$ cat config.mk
export PLATFORM = sky130hd
export DESIGN_NAME = alu_seq16
export DESIGN_NICKNAME = d
export VERILOG_FILES = /design/src/rtl/alu_seq_pkg.sv /design/src/rtl/alu_flags.sv /design/src/rtl/alu_seq16.sv
export SDC_FILE = /design/constraint.sdc
export NUM_CORES = 1
export LEC_CHECK = 0
export BUFFER_PORTS_ARGS = -buffer_cell sky130_fd_sc_hd__buf_2
export CORE_MARGIN = 5
export CORE_UTILIZATION = 35
export CTS_BUF_LIST = sky130_fd_sc_hd__clkbuf_16
export CTS_CLUSTER_DIAMETER = 40
export CTS_CLUSTER_SIZE = 14
export DETAILED_ROUTE_END_ITERATION = 10
export SYNTH_ARGS = -nofsm -noshare
export SYNTH_HDL_FRONTEND = slang
export SYNTH_SLANG_ARGS = --single-unit
$ cat constraint.sdc
create_clock -name clk -period 1.6 [get_ports clk]
set_input_delay 0.32 -clock clk [delete_from_list [all_inputs] [get_ports clk]]
set_output_delay 0.32 -clock clk [all_outputs]
set_load 0.005 [all_outputs]
$ cat src/rtl/alu_seq_pkg.sv
// Shared types and constants for the 16-bit byte-serial ALU sequencer.
package alu_seq_pkg;

  localparam int unsigned DATA_W = 16;
  localparam int unsigned BYTE_W = 8;
  localparam int unsigned OP_W   = 4;

  typedef enum logic [1:0] {
    IDLE = 2'd0,
    LO   = 2'd1,
    HI   = 2'd2,
    DONE = 2'd3
  } state_t;

  localparam logic [OP_W-1:0] OP_ADD = 4'b1001;
  localparam logic [OP_W-1:0] OP_SUB = 4'b0110;

endpackage

$ cat src/rtl/alu_flags.sv
// Zero/sign/overflow flags for the assembled 16-bit result.
module alu_flags
  import alu_seq_pkg::*;
(
  input  logic              a_msb,
  input  logic              b_msb,
  input  logic [DATA_W-1:0] result,
  input  logic [OP_W-1:0]   op,
  input  logic              mode,
  output logic              zf_c,
  output logic              sf_c,
  output logic              vf_c
);

  always_comb begin
    zf_c = (result == DATA_W'(0));
    sf_c = result[DATA_W-1];
    vf_c = 1'b0;
    // Overflow is only meaningful for arithmetic add and subtract.
    if (!mode) begin
      if (op == OP_ADD)
        vf_c = (a_msb == b_msb) && (result[DATA_W-1] != a_msb);
      else if (op == OP_SUB)
        vf_c = (a_msb != b_msb) && (result[DATA_W-1] != a_msb);
    end
  end

endmodule

$ cat src/rtl/alu_seq16.sv
// Runs a 16-bit operation through an external 8-bit ALU in two byte passes,
// chaining the raw carry from the low pass into the high pass.
module alu_seq16
  import alu_seq_pkg::*;
(
  input  logic              clk,
  input  logic              rst,
  input  logic              req_valid,
  output logic              req_ready,
  input  logic [DATA_W-1:0] req_a,
  input  logic [DATA_W-1:0] req_b,
  input  logic [OP_W-1:0]   req_op,
  input  logic              req_mode,
  input  logic              req_cf,
  output logic [BYTE_W-1:0] alu_a,
  output logic [BYTE_W-1:0] alu_b,
  output logic [OP_W-1:0]   alu_op,
  output logic              alu_mode,
  output logic              alu_cf_in,
  input  logic [BYTE_W-1:0] alu_out,
  input  logic              alu_cf_out,
  output logic              rsp_valid,
  input  logic              rsp_ready,
  output logic [DATA_W-1:0] rsp_result,
  output logic              rsp_cf,
  output logic              rsp_zf,
  output logic              rsp_sf,
  output logic              rsp_vf
);

  state_t            state;
  logic [BYTE_W-1:0] a_hi;
  logic [BYTE_W-1:0] b_hi;
  logic [BYTE_W-1:0] res_lo;
  logic              c_mid;
  logic              zf_c;
  logic              sf_c;
  logic              vf_c;

  // c_mid holds the carry for the pass in flight: the request carry in LO,
  // the low-byte carry out in HI.
  assign alu_cf_in = c_mid;

  alu_flags u_flags (
    .a_msb  (a_hi[BYTE_W-1]),
    .b_msb  (b_hi[BYTE_W-1]),
    .result ({alu_out, res_lo}),
    .op     (alu_op),
    .mode   (alu_mode),
    .zf_c   (zf_c),
    .sf_c   (sf_c),
    .vf_c   (vf_c)
  );

  always_ff @(posedge clk) begin
    if (rst) begin
      state      <= IDLE;
      req_ready  <= 1'b1;
      rsp_valid  <= 1'b0;
      rsp_result <= '0;
      rsp_cf     <= 1'b0;
      rsp_zf     <= 1'b0;
      rsp_sf     <= 1'b0;
      rsp_vf     <= 1'b0;
      a_hi       <= '0;
      b_hi       <= '0;
      res_lo     <= '0;
      c_mid      <= 1'b0;
      alu_a      <= '0;
      alu_b      <= '0;
      alu_op     <= '0;
      alu_mode   <= 1'b0;
    end else begin
      case (state)
        IDLE: begin
          if (req_valid && req_ready) begin
            // Low-byte drive values are loaded directly so LO sees them at once.
            alu_a     <= req_a[BYTE_W-1:0];
            alu_b     <= req_b[BYTE_W-1:0];
            a_hi      <= req_a[DATA_W-1:BYTE_W];
            b_hi      <= req_b[DATA_W-1:BYTE_W];
            alu_op    <= req_op;
            alu_mode  <= req_mode;
            c_mid     <= req_cf;
            req_ready <= 1'b0;
            state     <= LO;
          end
        end
        LO: begin
          res_lo <= alu_out;
          c_mid  <= alu_cf_out;
          alu_a  <= a_hi;
          alu_b  <= b_hi;
          state  <= HI;
        end
        HI: begin
          rsp_result <= {alu_out, res_lo};
          rsp_cf     <= alu_cf_out;
          rsp_zf     <= zf_c;
          rsp_sf     <= sf_c;
          rsp_vf     <= vf_c;
          rsp_valid  <= 1'b1;
          state      <= DONE;
        end
        DONE: begin
          if (rsp_ready) begin
            rsp_valid <= 1'b0;
            req_ready <= 1'b1;
            state     <= IDLE;
          end
        end
        default: begin
          state     <= IDLE;
          req_ready <= 1'b1;
          rsp_valid <= 1'b0;
        end
      endcase
    end
  end

endmodule

# Word-level counts from Yosys, hierarchy flattened
# Index checks and enable logic that the tools add are counted.
# W data, S select, Z words.
[classes]
n_mux = 17
n_eq_ne = 10
reduce_logical = 13
[op_table]
columns = ["operator", "count"]
rows = [
  ["$pmux W8 S2", 2],
  ["$logic_not A16 Y1", 1],
  ["$mux W8", 2],
  ["$pmux W2 S4", 1],
  ["$reduce_and A2 Y1", 4],
  ["$mux W1", 7],
  ["$pmux W1 S2", 3],
  ["$reduce_bool A2 Y1", 3],
  ["$eq A2 B2 Y1 const B", 2],
  ["$eq A4 B3 Y1 const B", 1],
  ["$eq A4 B4 Y1 const B", 1],
  ["$mux W2", 2],
  ["$ne A2 B2 Y1 const B", 2],
  ["$logic_and A1 B1 Y1", 3],
  ["$reduce_and A3 Y1", 1],
  ["$eq A2 B1 Y1 const B", 1],
  ["$logic_not A2 Y1", 1],
  ["$ne A1 B1 Y1", 2],
  ["$eq A1 B1 Y1", 1],
]
[totals]
output_inout_bits = 44
input_bits = 51
word_cells = 56
regBits = 70

# Depth between registers and ports, before layout
[logic_depth]
word_depth = 5
depth_mapped = 9

# Cells and area by module
# Synthesis repeated with hierarchy kept, for this count alone.
[unflattened]
cells_unflattened = 308
area_unflattened_um2 = 2922.8
[modules_own_cells]
columns = ["module", "cells_per_inst", "instances", "seq_area_each_um2", "area_per_inst_um2"]
rows = [
  ["alu_seq16", 293, 1, 1401.3, 2813.9],
  ["alu_flags", 15, 1, 0.0, 108.9],
]

# Worst setup path after synthesis
# OpenSTA, ideal clock, no wires.
[synth_timing]
kind = "reg2reg"
start = "register state[1]"
end = "register alu_a[0]"
required_time_ns = 1.519
arrival_time_ns = 1.601
stages_incl_launch_ff = 10
path_slack_ns = -0.082
period_less_slack_ns = 1.682
path_buffers = 4
path_cell_list = "dfxtp_1 -> inv_1 -> ha_1 -> buf_6 -> nor2b_4 -> buf_6 -> or2_1 -> buf_6 -> buf_6 -> a211oi_2"
[synth_between]
elab_chain_len = 3
word_cells_on_any_way = 6
cone_classes = "2 x eq/ne; 1 x mux; 3 x reduce/logical"
[synth_lines]
columns = ["item", "line_no", "source"]
rows = [
  ["from (decl)", "alu_seq16.sv:31", "state_t state;"],
  ["from (signal assigned)", "alu_seq16.sv:57", "state <= IDLE;"],
  ["from (signal assigned)", "alu_seq16.sv:86", "state <= LO;"],
  ["from (signal assigned)", "alu_seq16.sv:94", "state <= HI;"],
  ["$eq A2 B1 Y1 or $logic_not A2 Y1 (tied branches)", "alu_seq16.sv:74", "case (state)"],
  ["$reduce_bool A2 Y1 (no source line) or $ne A2 B2 Y1 (tied branches)", "n/a", ""],
  ["$reduce_and A2 Y1 (no source line)", "n/a", ""],
  ["to (signal assigned)", "alu_seq16.sv:78", "alu_a <= req_a[BYTE_W-1:0];"],
  ["to (signal assigned)", "alu_seq16.sv:92", "alu_a <= a_hi;"],
  ["to (decl)", "alu_seq16.sv:15", "output logic [BYTE_W-1:0] alu_a,"],
]
# Several ways; a longest one is shown, not always the timed one.
# A chain may end at the register's enable or synchronous reset.

# Worst setup path in the final report
[layout_timing]
start = "register state[1]"
end = "register alu_b[6]"
[layout_between]
elab_chain_len = 3
word_cells_on_any_way = 6
cone_classes = "2 x eq/ne; 1 x mux; 3 x reduce/logical"
[layout_lines]
columns = ["item", "line_no", "source"]
rows = [
  ["$eq A2 B1 Y1 or $logic_not A2 Y1 (tied branches)", "alu_seq16.sv:74", ""],
  ["$reduce_bool A2 Y1 (no source line) or $ne A2 B2 Y1 (tied branches)", "n/a", ""],
  ["$reduce_and A2 Y1 (no source line)", "n/a", ""],
  ["to (signal assigned)", "alu_seq16.sv:79", "alu_b <= req_b[BYTE_W-1:0];"],
  ["to (signal assigned)", "alu_seq16.sv:93", "alu_b <= b_hi;"],
  ["to (decl)", "alu_seq16.sv:16", "output logic [BYTE_W-1:0] alu_b,"],
]
# Several ways; a longest one is shown, not always the timed one.

==> impl_metrics.env <==
export IMPL_numPortBuffers=94
export IMPL_synth_edf_count=0
export IMPL_min_period_ns=1.50
export IMPL_rsz0062_at_grt="yes"
export IMPL_powerDensity_nw_per_um2=1820
export IMPL_synth_seq_cells=69
export IMPL_routed_wl_um=7200
export IMPL_synth_distinct_cells=32
export IMPL_worstPathRequired_ns=1.85
export IMPL_yosysWarnings=0
export IMPL_ys_seq_area_share_pct=47.9
export IMPL_cts_hold_buf=0
export IMPL_rrSetupSlack_ns=0.10
export IMPL_rr_worst_depth=6
export IMPL_placementRows=33
export IMPL_synthCells=304
export IMPL_setup_viol=0
export IMPL_synth_largest_area_cell="dfxtp_1"
export IMPL_r2r_end="alu_b[6]$_SDFFE_PP0P_"
export IMPL_drt_iter0_drc=78
export IMPL_initial_core_util_pct=35.5
export IMPL_startpoint_type="flop"
export IMPL_place_inst=494
export IMPL_wl_per_cell_um=14.1
export IMPL_num_vias=2460
export IMPL_cts_root_buf="clkbuf_16"
export IMPL_ir_drop_mv=0.744
export IMPL_maxSlewViolCount=0
export IMPL_worstSetupEndpointType="flop"
export IMPL_cts_sinks=69
export IMPL_syn_avg_cell_area_um2=9.49
export IMPL_die_width_um=101
export IMPL_clk_pin_slew_worst_paths_ns=0.05
export IMPL_place_congestion=0.740
export IMPL_pin_count=95
export IMPL_status="completed"
export IMPL_setup_tns_ns=0
export IMPL_track_usage_pct=14.9
export IMPL_grt_ovfl_total=0
export IMPL_layout_area_overhead_vs_synth_pct=31.4
export IMPL_die_area_um2=10200
export IMPL_dp_hpwl_um=5190
export IMPL_min_path_cells=3
export IMPL_fp_dieH_um=101
export IMPL_insertion_delay_ns=0.32
export IMPL_synth_area_um2=2890
export IMPL_fin_cells=510
export IMPL_hold_viol_final=0
export IMPL_via_per_inst=4.82
export IMPL_dr_pass1_iters=4
export IMPL_synth_ff_type="dfxtp_1"
export IMPL_grt_max_degree=31
export IMPL_skew_ns=0.00344
export IMPL_hp_class="in2reg"
export IMPL_maxCapViolations=0
export IMPL_clock_fmax_ghz=0.667
export IMPL_drive_gt1_share_pct=36.0
export IMPL_core_area_um2=8130
export IMPL_cts_buffers=9
export IMPL_critical_path_arrival_ns=1.75
export IMPL_drc_errors=0
export IMPL_grt_pass1_vias=2452
export IMPL_cts_buffer_depth=2
export IMPL_h_tree_depth=3
export IMPL_fin_crit_sh_pct=93.7
export IMPL_synthTopCellsByArea="dfxtp_1 (48%), mux2i_1 (15%), nand2_1 (5.7%)"
export IMPL_antenna_cells=0
export IMPL_postRouteAntennaNets=0
export IMPL_worst_pin_slew_ns=0.386
export IMPL_holdCritStartpoint="req_op[2]"
export IMPL_synth_top_cell_area_share_pct=47.9
export IMPL_r2r_start="state[1]$_SDFFE_PP0P_"
export IMPL_antenna_found_initial=1
export IMPL_hold_path_endpoint="alu_op[2]$_SDFFE_PP0P_"
export IMPL_cts_tree="done"
export IMPL_grt_pass1_wl_um=11900
export IMPL_critical_path_class="reg2reg"
export IMPL_synth_async_reset_ratio_pct=0
export IMPL_path_max_fanout=17
export IMPL_p_leak_nw=1.62
export IMPL_whs_ns=0.232
export IMPL_synth_nets=360
export IMPL_maxSlewHeadroom_pct=74.2
export IMPL_nets=457
export IMPL_cp_startpoint="state[1]$_SDFFE_PP0P_"
worst max path at each step:
stage          cells past startpoint               endpoint  slack, ns
6_report                           6  alu_b[6]$_SDFFE_PP0P_       0.10
5_1_grt                            6  alu_b[6]$_SDFFE_PP0P_      0.002
3_5_place_dp                       6  alu_b[7]$_SDFFE_PP0P_       0.04
2_1_floorplan                      9  alu_a[0]$_SDFFE_PP0P_    -0.0006
3_3_place_gp                       6  alu_a[7]$_SDFFE_PP0P_       0.11
4_1_cts                            6  alu_b[7]$_SDFFE_PP0P_       0.02
synthesized netlist by cell type, drive strengths merged, types with 4 or more instances:
cell type and count:
inv 4, nor3 18, a21oi 26, nor4 5, nor2 26, dfxtp 69
ha 5, a211oi 17, clkbuf 11, buf 14, nand2 44, mux2i 43
flip-flops by register name (all words and copies together), names as in the netlist, 2 cells and up:
name	cells
alu_a	8
a_hi	8
alu_op	4
alu_b	8
b_hi	8
res_lo	8
state	2
rsp_result	15
placed cells by master, fill, tap and decap left out, drive strengths merged, types with 2 or more instances in the layout:
cell type,count
ha,5
clkinv,4
a21oi,26
nand2,44
xnor2,2
dfxtp,69
a211oi,17
nor2b,3
mux2i,43
nor4bb,2
nor3,18
nand3,3
clkbuf,9
o21ai,2
buf,111
inv,6
nor2,26
nor4,5
power by group:
| group | internal, W | leakage [nW] | total [W] | switching, W |
|---|---|---|---|---|
| logic | 0.00134 | 0.922 | 0.00276 | 0.00142 |
| registers | 0.00219 | 0.565 | 0.00246 | 0.000276 |
| clock network | 0.00101 | 0.130 | 0.00168 | 0.000670 |
routing by layer:
metal	vias to the layer above	global-route usage, %	part of all wire (%)
met5	-	0	0.15
met4	2	5.28	1.6
met3	15	6.30	7.1
met2	61	23.3	48
met1	1140	18.2	43
li1	1242	-	-
cell families (layout without fill, tap and decap cells):
family	count (synthesis)	count (layout)	synth area share, %
and+or+nand+nor	107	107	17.0
DFF	69	69	47.9
AOI/OAI and AO/OA	49	49	12.2
muxes	43	43	14.9
buffers and inverters	29	130	5.25
adders and majority gates	5	5	2.17
xor gates and xnor gates	2	2	0.607
layout make-up:
cell class,count,area (um2)
Fill cell,794,4340
Inverter,4,15.0
Multi-Input combinational cell,206,1400
Sequential cell,69,1380
Clock inverter,6,23.8
Timing Repair Buffer,111,614
Tap cell,105,131
Clock buffer,9,225
worst max-delay path, stage by stage, from the launching register on:
cell,delay (ns)
dfxtp_2,0.35
inv_2,0.06
ha_2,0.20
and3_4,0.18
or2_1,0.26
buf_12,0.17
a211oi_2,0.20
timing repair:
item                                   in CTS  in global routing
endpoints found under the hold margin       0                  0
setup buffers                               0                  1
gates resized for setup                     0                 10
setup endpoints to repair                   0                 13
through the flow:
step	worst slack, ns	utilization [%]	area (um2)	total power [W]
floorplan	-0.000642	-	2910	0.00436
global placement	0.111	42.9	3490	0.00510
detailed placement	0.0353	42.9	3490	0.00516
CTS	0.0247	45.9	3740	0.00687
global route	0.00212	46.6	3790	0.00741
finish	0.102	46.6	3790	0.00690
Note: power is estimated with default switching activity, not from simulation.
